===== src/rtl/tx_hash_framer.sv =====
// TX framer: prepends a 256-bit descriptor header beat to each payload packet
// and counts completed frames. All m_axis outputs come from one register stage.
//
// state   | meaning
// --------+-----------------------------------------------------------
// IDLE    | waiting for a header descriptor; payload input held off
// PAYLOAD | header emitted; passing payload beats until tlast accepted
module tx_hash_framer #(
    parameter int DATA_WIDTH = 256,
    parameter int KEEP_WIDTH = DATA_WIDTH / 8
) (
    input  logic                  clk,
    input  logic                  rst,

    input  logic                  s_hdr_valid,
    output logic                  s_hdr_ready,
    input  logic [31:0]           s_hdr_dest_ip,
    input  logic [15:0]           s_hdr_dest_port,
    input  logic [31:0]           s_hdr_src_ip,
    input  logic [15:0]           s_hdr_src_port,
    input  logic [31:0]           s_hdr_hash,
    input  logic [3:0]            s_hdr_hash_type,

    input  logic [DATA_WIDTH-1:0] s_axis_tdata,
    input  logic [KEEP_WIDTH-1:0] s_axis_tkeep,
    input  logic                  s_axis_tvalid,
    output logic                  s_axis_tready,
    input  logic                  s_axis_tlast,

    output logic [DATA_WIDTH-1:0] m_axis_tdata,
    output logic [KEEP_WIDTH-1:0] m_axis_tkeep,
    output logic                  m_axis_tvalid,
    input  logic                  m_axis_tready,
    output logic                  m_axis_tlast,

    output logic [31:0]           frame_count,
    output logic                  busy
);

    typedef enum logic {
        IDLE,
        PAYLOAD
    } state_t;

    state_t                state;
    logic [15:0]           seq;
    logic [DATA_WIDTH-1:0] hdr_beat;
    logic                  ld;
    logic                  hdr_fire;
    logic                  pay_fire;

    // Output register can take a new beat when empty or being drained this cycle.
    assign ld = !m_axis_tvalid || m_axis_tready;

    // Readies are gated by rst so nothing looks accepted while in reset.
    assign s_hdr_ready   = !rst && (state == IDLE) && ld;
    assign s_axis_tready = !rst && (state == PAYLOAD) && ld;

    assign hdr_fire = s_hdr_valid && s_hdr_ready;
    assign pay_fire = s_axis_tvalid && s_axis_tready;

    assign busy = (state == PAYLOAD) || m_axis_tvalid;

    always_comb begin
        hdr_beat           = '0;
        hdr_beat[31:0]     = s_hdr_dest_ip;
        hdr_beat[47:32]    = s_hdr_dest_port;
        hdr_beat[63:48]    = s_hdr_src_port;
        hdr_beat[95:64]    = s_hdr_src_ip;
        hdr_beat[127:96]   = s_hdr_hash;
        hdr_beat[131:128]  = s_hdr_hash_type;
        hdr_beat[151:136]  = seq;
        hdr_beat[159:152]  = 8'hA5;
    end

    always_ff @(posedge clk) begin
        if (rst) begin
            state         <= IDLE;
            seq           <= 16'd0;
            frame_count   <= 32'd0;
            m_axis_tdata  <= '0;
            m_axis_tkeep  <= '0;
            m_axis_tvalid <= 1'b0;
            m_axis_tlast  <= 1'b0;
        end else begin
            if (m_axis_tvalid && m_axis_tready && m_axis_tlast) begin
                frame_count <= frame_count + 32'd1;
            end

            if (ld) begin
                if (hdr_fire) begin
                    m_axis_tdata  <= hdr_beat;
                    m_axis_tkeep  <= '1;
                    m_axis_tlast  <= 1'b0;
                    m_axis_tvalid <= 1'b1;
                    seq           <= seq + 16'd1;
                    state         <= PAYLOAD;
                end else if (pay_fire) begin
                    m_axis_tdata  <= s_axis_tdata;
                    m_axis_tkeep  <= s_axis_tkeep;
                    m_axis_tlast  <= s_axis_tlast;
                    m_axis_tvalid <= 1'b1;
                    if (s_axis_tlast) begin
                        state <= IDLE;
                    end
                end else begin
                    m_axis_tvalid <= 1'b0;
                end
            end
        end
    end

endmodule


===== config.mk =====
export PLATFORM = sky130hd
export DESIGN_NAME = tx_hash_framer
export DESIGN_NICKNAME = d
export VERILOG_FILES = /design/src/rtl/tx_hash_framer.sv
export SDC_FILE = /design/constraint.sdc
export NUM_CORES = 1
export LEC_CHECK = 0
export CAP_MARGIN = 25
export CORE_AREA = 2 2 289 291
export DETAILED_ROUTE_END_ITERATION = 12
export DIE_AREA = 0 0 291 293
export HOLD_SLACK_MARGIN = 0.1
export PLACE_DENSITY = 0.46
export SKIP_LAST_GASP = 1
export SLEW_MARGIN = 40
export SYNTH_ARGS = -nofsm -noshare
export SYNTH_HDL_FRONTEND = slang
export SYNTH_SLANG_ARGS = --single-unit

===== constraint.sdc =====
create_clock -name clk -period 6.7 [get_ports clk]
set_input_delay 2.01 -clock clk [delete_from_list [all_inputs] [get_ports clk]]
set_output_delay 2.01 -clock clk [all_outputs]
set_load 0.005 [all_outputs]

==> metrics, run 1 <==
drt first pass iters 5; WL/cell 19.3 um; Final ANT Viol Nets 0; vias in the first global route 14,300; syn nets 1,973; critical path's slowest cell clkdlybuf4s50_1; DR DRC count 0; drt initial violations 568; CP delay by family, top buffers and inverters; pre-CTS setup slack 1.20 ns; VDD IR max 0.000162 V; Netlist cell types 38; total grt overflow 0; Starting Density 16.2%; Hold Buf Count CTS 0; Arr. time, crit path 3.48 ns; final period utilization 82.0%; design area 0.0232 mm^2; power density over the cells 229 mW/mm^2; Inst Count DP 3,238; Hold Fails Final Rpt 0; Hold WS 0.481 ns; Lkg Pwr 8.02 nW; Skew-Pair Late Insertion Delay 0.57 ns; Yosys reg bits 339; Tot Pwr 5.32 mW; Post-Syn Instances 1,545; largest net degree at the start of global routing 150; Port Buffers 750; initial antenna violation count 19; Die ar. 0.0853 mm^2; hold crit path type flip-flop to flip-flop; post_cts resized 0; # Post-CTS Setup Buffers 0; Synth Area per Inst 8.59 um^2; total CTS buffers 43; Layout Nets 2,642; number of cell rows 105; post-route setup slack 1.21 ns; mapped cell area 0.0133 mm^2; actual slew at the worst max-slew pin 0.814 ns; Max Buffers Root-to-Sink 3; Layout Cells excl Fill 3,322; highest clock rate 182 MHz; final core occ 28.4%; Slew HR 45.7%; via count 14,300; final WL 64.2 mm; Critical path buffers and inverters 3; max cap viols 0; CP required 4.69 ns; Crit Path Category input port to output port; fin. max-slew vios 0; Placed Instance Area 0.0218 mm^2; total negative slack 0 ns; Total Routing Usage GR 14.2%; CTS tree done; Die H 293 um; setup violators final 0; core footprint 0.0818 mm^2; Die X 291 um; Root Buffer clkbuf_16; Worst setup SP type input port; Ys Warns 0; Clock Skews 0.0229 ns; sequential area share after synthesis 51.1%; unrepaired setup endpoints after global routing no; Final Critical Period 5.49 ns; RePlAce Congestion 0.814; H-Tree Level Count 2; largest stage delay on the critical path 0.54 ns; Setup crit end kind output port; clk sink count 339; IO Pins 751; crit path cell chain clkdlybuf4s50_1 -> nor2b_1 -> buf_4 -> nor3_1 -> clkdlybuf4s50_1; via/cell ratio 4.31; hpwl dp 47.4 mm; layout cells sized above 1 5.75%; status complete, no violations; synth-to-layout area growth 74.9%; Reg clk slew, reported paths 0.06 ns; first-pass GRT wire length 93.9 mm; largest fanout on the critical path 8; crit-path most repeated cell clkdlybuf4s50_1
cells by family after synthesis:
kind of cell | after synthesis | synth area share [%]
AND/OR/NAND/NOR | 676 | 21.2
AO/OA/AOI/OAI | 361 | 21.9
flip-flops | 339 | 51.1
buffers and inverters | 153 | 4.58
XOR/XNOR | 11 | 0.726
multiplexers | 3 | 0.245
adder cells (fa/ha/maj) | 2 | 0.189
synth_stat cells, drive strengths merged:
master | number | area [um^2]
nand2b | 2 | 12.5
and4 | 8 | 70.1
o311ai | 2 | 17.5
clkbuf | 105 | 394
buf | 38 | 176
o21ai | 17 | 85.1
o221a | 36 | 405
nand2 | 316 | 1190
a211oi | 1 | 7.51
or4b | 1 | 10.0
a22oi | 105 | 788
and2 | 3 | 18.8
and3 | 2 | 12.5
or2 | 3 | 18.8
nand4b | 1 | 8.76
xnor2 | 7 | 61.3
ha | 2 | 25.0
nor4 | 2 | 12.5
inv | 10 | 37.5
a21oi | 34 | 170
xor2 | 4 | 35.0
or4 | 17 | 128
nor2 | 267 | 1000
o31ai | 15 | 113
mux2i | 1 | 10.0
a211o | 1 | 8.76
nand4 | 18 | 125
o41ai | 2 | 17.5
a311oi | 148 | 1300
dfxtp | 339 | 6790
mux2 | 2 | 22.5
nand3 | 10 | 50.1
nor3 | 6 | 35.0
nor2b | 3 | 18.8
or3 | 17 | 106
area by class of cell:
| class | count | area (um^2) |
|---|---|---|
| diodes | 9 | 22.5 |
| clock buffers | 68 | 1320 |
| clock inverters | 6 | 45.0 |
| fillers | 8676 | 58600 |
| inverters | 10 | 37.5 |
| multi-input cells | 1053 | 5910 |
| flip-flops and latches | 339 | 6790 |
| well taps | 1070 | 1340 |
| repair buffers | 767 | 7750 |
cell usage in the layout (no fill, tap or decap), drive strengths merged, types with 34 or more instances in the layout:
master         count
a311oi           148
a22oi            105
nor2             267
a21oi             34
clkbuf            68
o221a             36
dfxtp            339
clkdlybuf4s50    749
nand2            316
report_power, final:
part | switching, mW | internal, mW | total (mW)
combinational | 0.356 | 0.506 | 0.862
clock | 0.929 | 1.34 | 2.27
sequential | 0.0599 | 2.12 | 2.18
path summary, 6_finish.rpt:
path,endpoint,start,slack (ns),depth (start not counted)
max,s_hdr_ready,m_axis_tready,1.21,5
min,seq[15],seq[15],0.48,2
max reg2reg,m_axis_tdata[74],state,4.13,6
min reg2reg,seq[15],seq[15],0.48,2
flip-flops by register name, indices dropped and copies added, names as in the netlist:
signal,count
frame_count,32
m_axis_tdata,256
state,1
m_axis_tlast,1
m_axis_tkeep,32
seq,16
m_axis_tvalid,1
layer usage:
layer / up-vias / GRT usage (%) / share of wire, %
met4: 2 / 4.44 / 2.6
met3: 97 / 4.42 / 7.4
li1: 6904 / - / -
met5: - / 0 / 0.020
met1: 6766 / 16.0 / 39
met2: 555 / 25.5 / 51
tightest hold or removal path: stages (launching register included):
cell     delay [ns]
dfxtp_1        0.32
o31ai_1        0.06
a21oi_1        0.05
No activity file was read; power rests on OpenSTA's default activity.
==> inputs of run 2 (changes only) <==
CORE_AREA = 2 2 291 293   (was 2 2 289 291)
DIE_AREA = 0 0 293 295   (was 0 0 291 293)
PLACE_DENSITY = 0.45   (was 0.46)
clock period = 5.5 ns   (was 6.7 ns; I/O delays follow)
==> metrics, run 2 (synthesis results as in run 1) <==
status complete, no violations; most frequent cells in the layout clkdlybuf4s50_1, dfxtp_1, nand2_1; CP delay by family, top buffers and inverters; Inst Count DP 3,253; WL/cell 18.8 um; drt first pass iters 5; Total Routing Usage GR 13.7%; power density over the cells 285 mW/mm^2; largest net degree at the start of global routing 118; Arr. time, crit path 3.01 ns; max cap viols 0; hold path depth 2; Die ar. 0.0864 mm^2; unrepaired setup endpoints after global routing no; Layout Cells excl Fill 3,334; crit-path most repeated cell clkdlybuf4s50_1; Setup crit end kind output port; Clock Skews 0.0184 ns; final core occ 28.0%; pre-CTS setup slack 0.836 ns; Final ANT Viol Nets 0; reg2reg start state; hpwl dp 46.3 mm; RePlAce Congestion 0.833; IO Pins 751; max reg flops 256; Hold Buf Count CTS 0; Max Buffers Root-to-Sink 3; setup violators final 0; Die H 295 um; CTS tree done; Slew HR 45.4%; # Post-CTS Setup Buffers 0; slack of the worst reg-to-reg path 3.00 ns; actual slew at the worst max-slew pin 0.819 ns; critical path's slowest cell clkdlybuf4s50_1; worst r2r path cells 6; Die X 293 um; Starting Density 16.0%; Worst setup SP type input port; FF/Latch Area 0.00679 mm^2; hold crit path type flip-flop to flip-flop; post_cts resized 0; final WL 62.6 mm; vias in the first global route 14,400; layout cells sized above 1 6.17%; hold_sp seq[15]; Skew-Pair Late Insertion Delay 0.57 ns; initial antenna violation count 6; largest stage delay on the critical path 0.54 ns; largest fanout on the critical path 4; synth-to-layout area growth 75.7%; core footprint 0.0832 mm^2; Crit Path Category input port to output port; Hold Fails Final Rpt 0; CP startpoint m_axis_tready; via count 14,300; R2R Path End m_axis_tdata[72]; Final Critical Period 4.66 ns; VDD IR max 0.000178 V; crit path cell chain clkdlybuf4s50_1 -> nand2b_1 -> and3_1 -> clkdlybuf4s50_1; Endpoint, Worst Hold seq[15]; post-route setup slack 0.841 ns; fillcell total 8,816; fin. max-slew vios 0; total CTS buffers 44; Top reg by flops m_axis_tdata; total negative slack 0 ns; Port Buffers 750; total grt overflow 0; Layout Nets 2,647; drt initial violations 589; CP required 3.85 ns; number of cell rows 106; DR DRC count 0; final period utilization 84.7%; Critical path buffers and inverters 2; highest clock rate 215 MHz; H-Tree Level Count 2; via/cell ratio 4.29; most common cell after layout, fill and taps aside clkdlybuf4s50_1; Lkg Pwr 8.08 nW; largest registers m_axis_tdata (256), frame_count (32), m_axis_tkeep (32); clk sink count 339; multi-input logic area 0.00591 mm^2; Root Buffer clkbuf_16; first-pass GRT wire length 91.7 mm; Reg clk slew, reported paths 0.05 ns
[run 2: cell types whose count changed in the layout (fill, tap and decap cells not counted), moves of 2 or more]
cell	delta
clkinv_2	+6
clkbuf_8	-7
clkinv_4	+2
buf_12	-2
buf_4	+3
buf_6	+3
diode_2	-7
bufinv_16	+4
[run 2: area by class of cell]
cell class	count	share of cell area [%]
antenna	2	0.0215
clock buffer	61	5.35
clock inverter	18	0.880
inverter	10	0.161
multi-input combinational	1053	25.4
sequential	339	29.1
tap	1080	5.80
timing repair buffer	771	33.3
[run 2: per-stage QoR]
stage | cell area, um^2 | hold WS [ns] | total power, mW
after floorplan | 13300 | 0.452 | 3.06
after global placement | 21800 | 0.465 | 3.77
after detailed placement | 21900 | 0.481 | 3.78
after CTS | 23300 | 0.488 | 6.78
after global routing | 23300 | 0.516 | 6.96
final | 23300 | 0.488 | 6.64
[run 2: worst max path at each step]
stage | end | slack, ns | cells after the start
after detailed placement | s_axis_tready | 0.84 | 4
after floorplan | s_hdr_ready | 1.57 | 3
final | s_axis_tready | 0.84 | 4
after global placement | s_hdr_ready | 0.79 | 4
after global routing | s_hdr_ready | 0.79 | 4
after CTS | s_axis_tready | 0.83 | 4
[run 2: report_power, final]
part	internal, mW	switching [mW]	total [mW]	leakage [nW]
registers	2.59	0.0752	2.66	2.77
clock network	1.77	1.16	2.93	0.722
logic	0.616	0.435	1.05	4.59
total	4.97	1.67	6.64	8.08
[run 2: metal layers]
layer  track usage, %  wire length (um)
met3             4.44              4990
met4             3.96              1450
met1             15.3             24600
met5                0                 0
met2             24.8             31600
[run 2: tightest hold or removal path: stages (launching register included)]
cell	delay [ns]
dfxtp_1	0.32
o31ai_1	0.06
a21oi_1	0.06
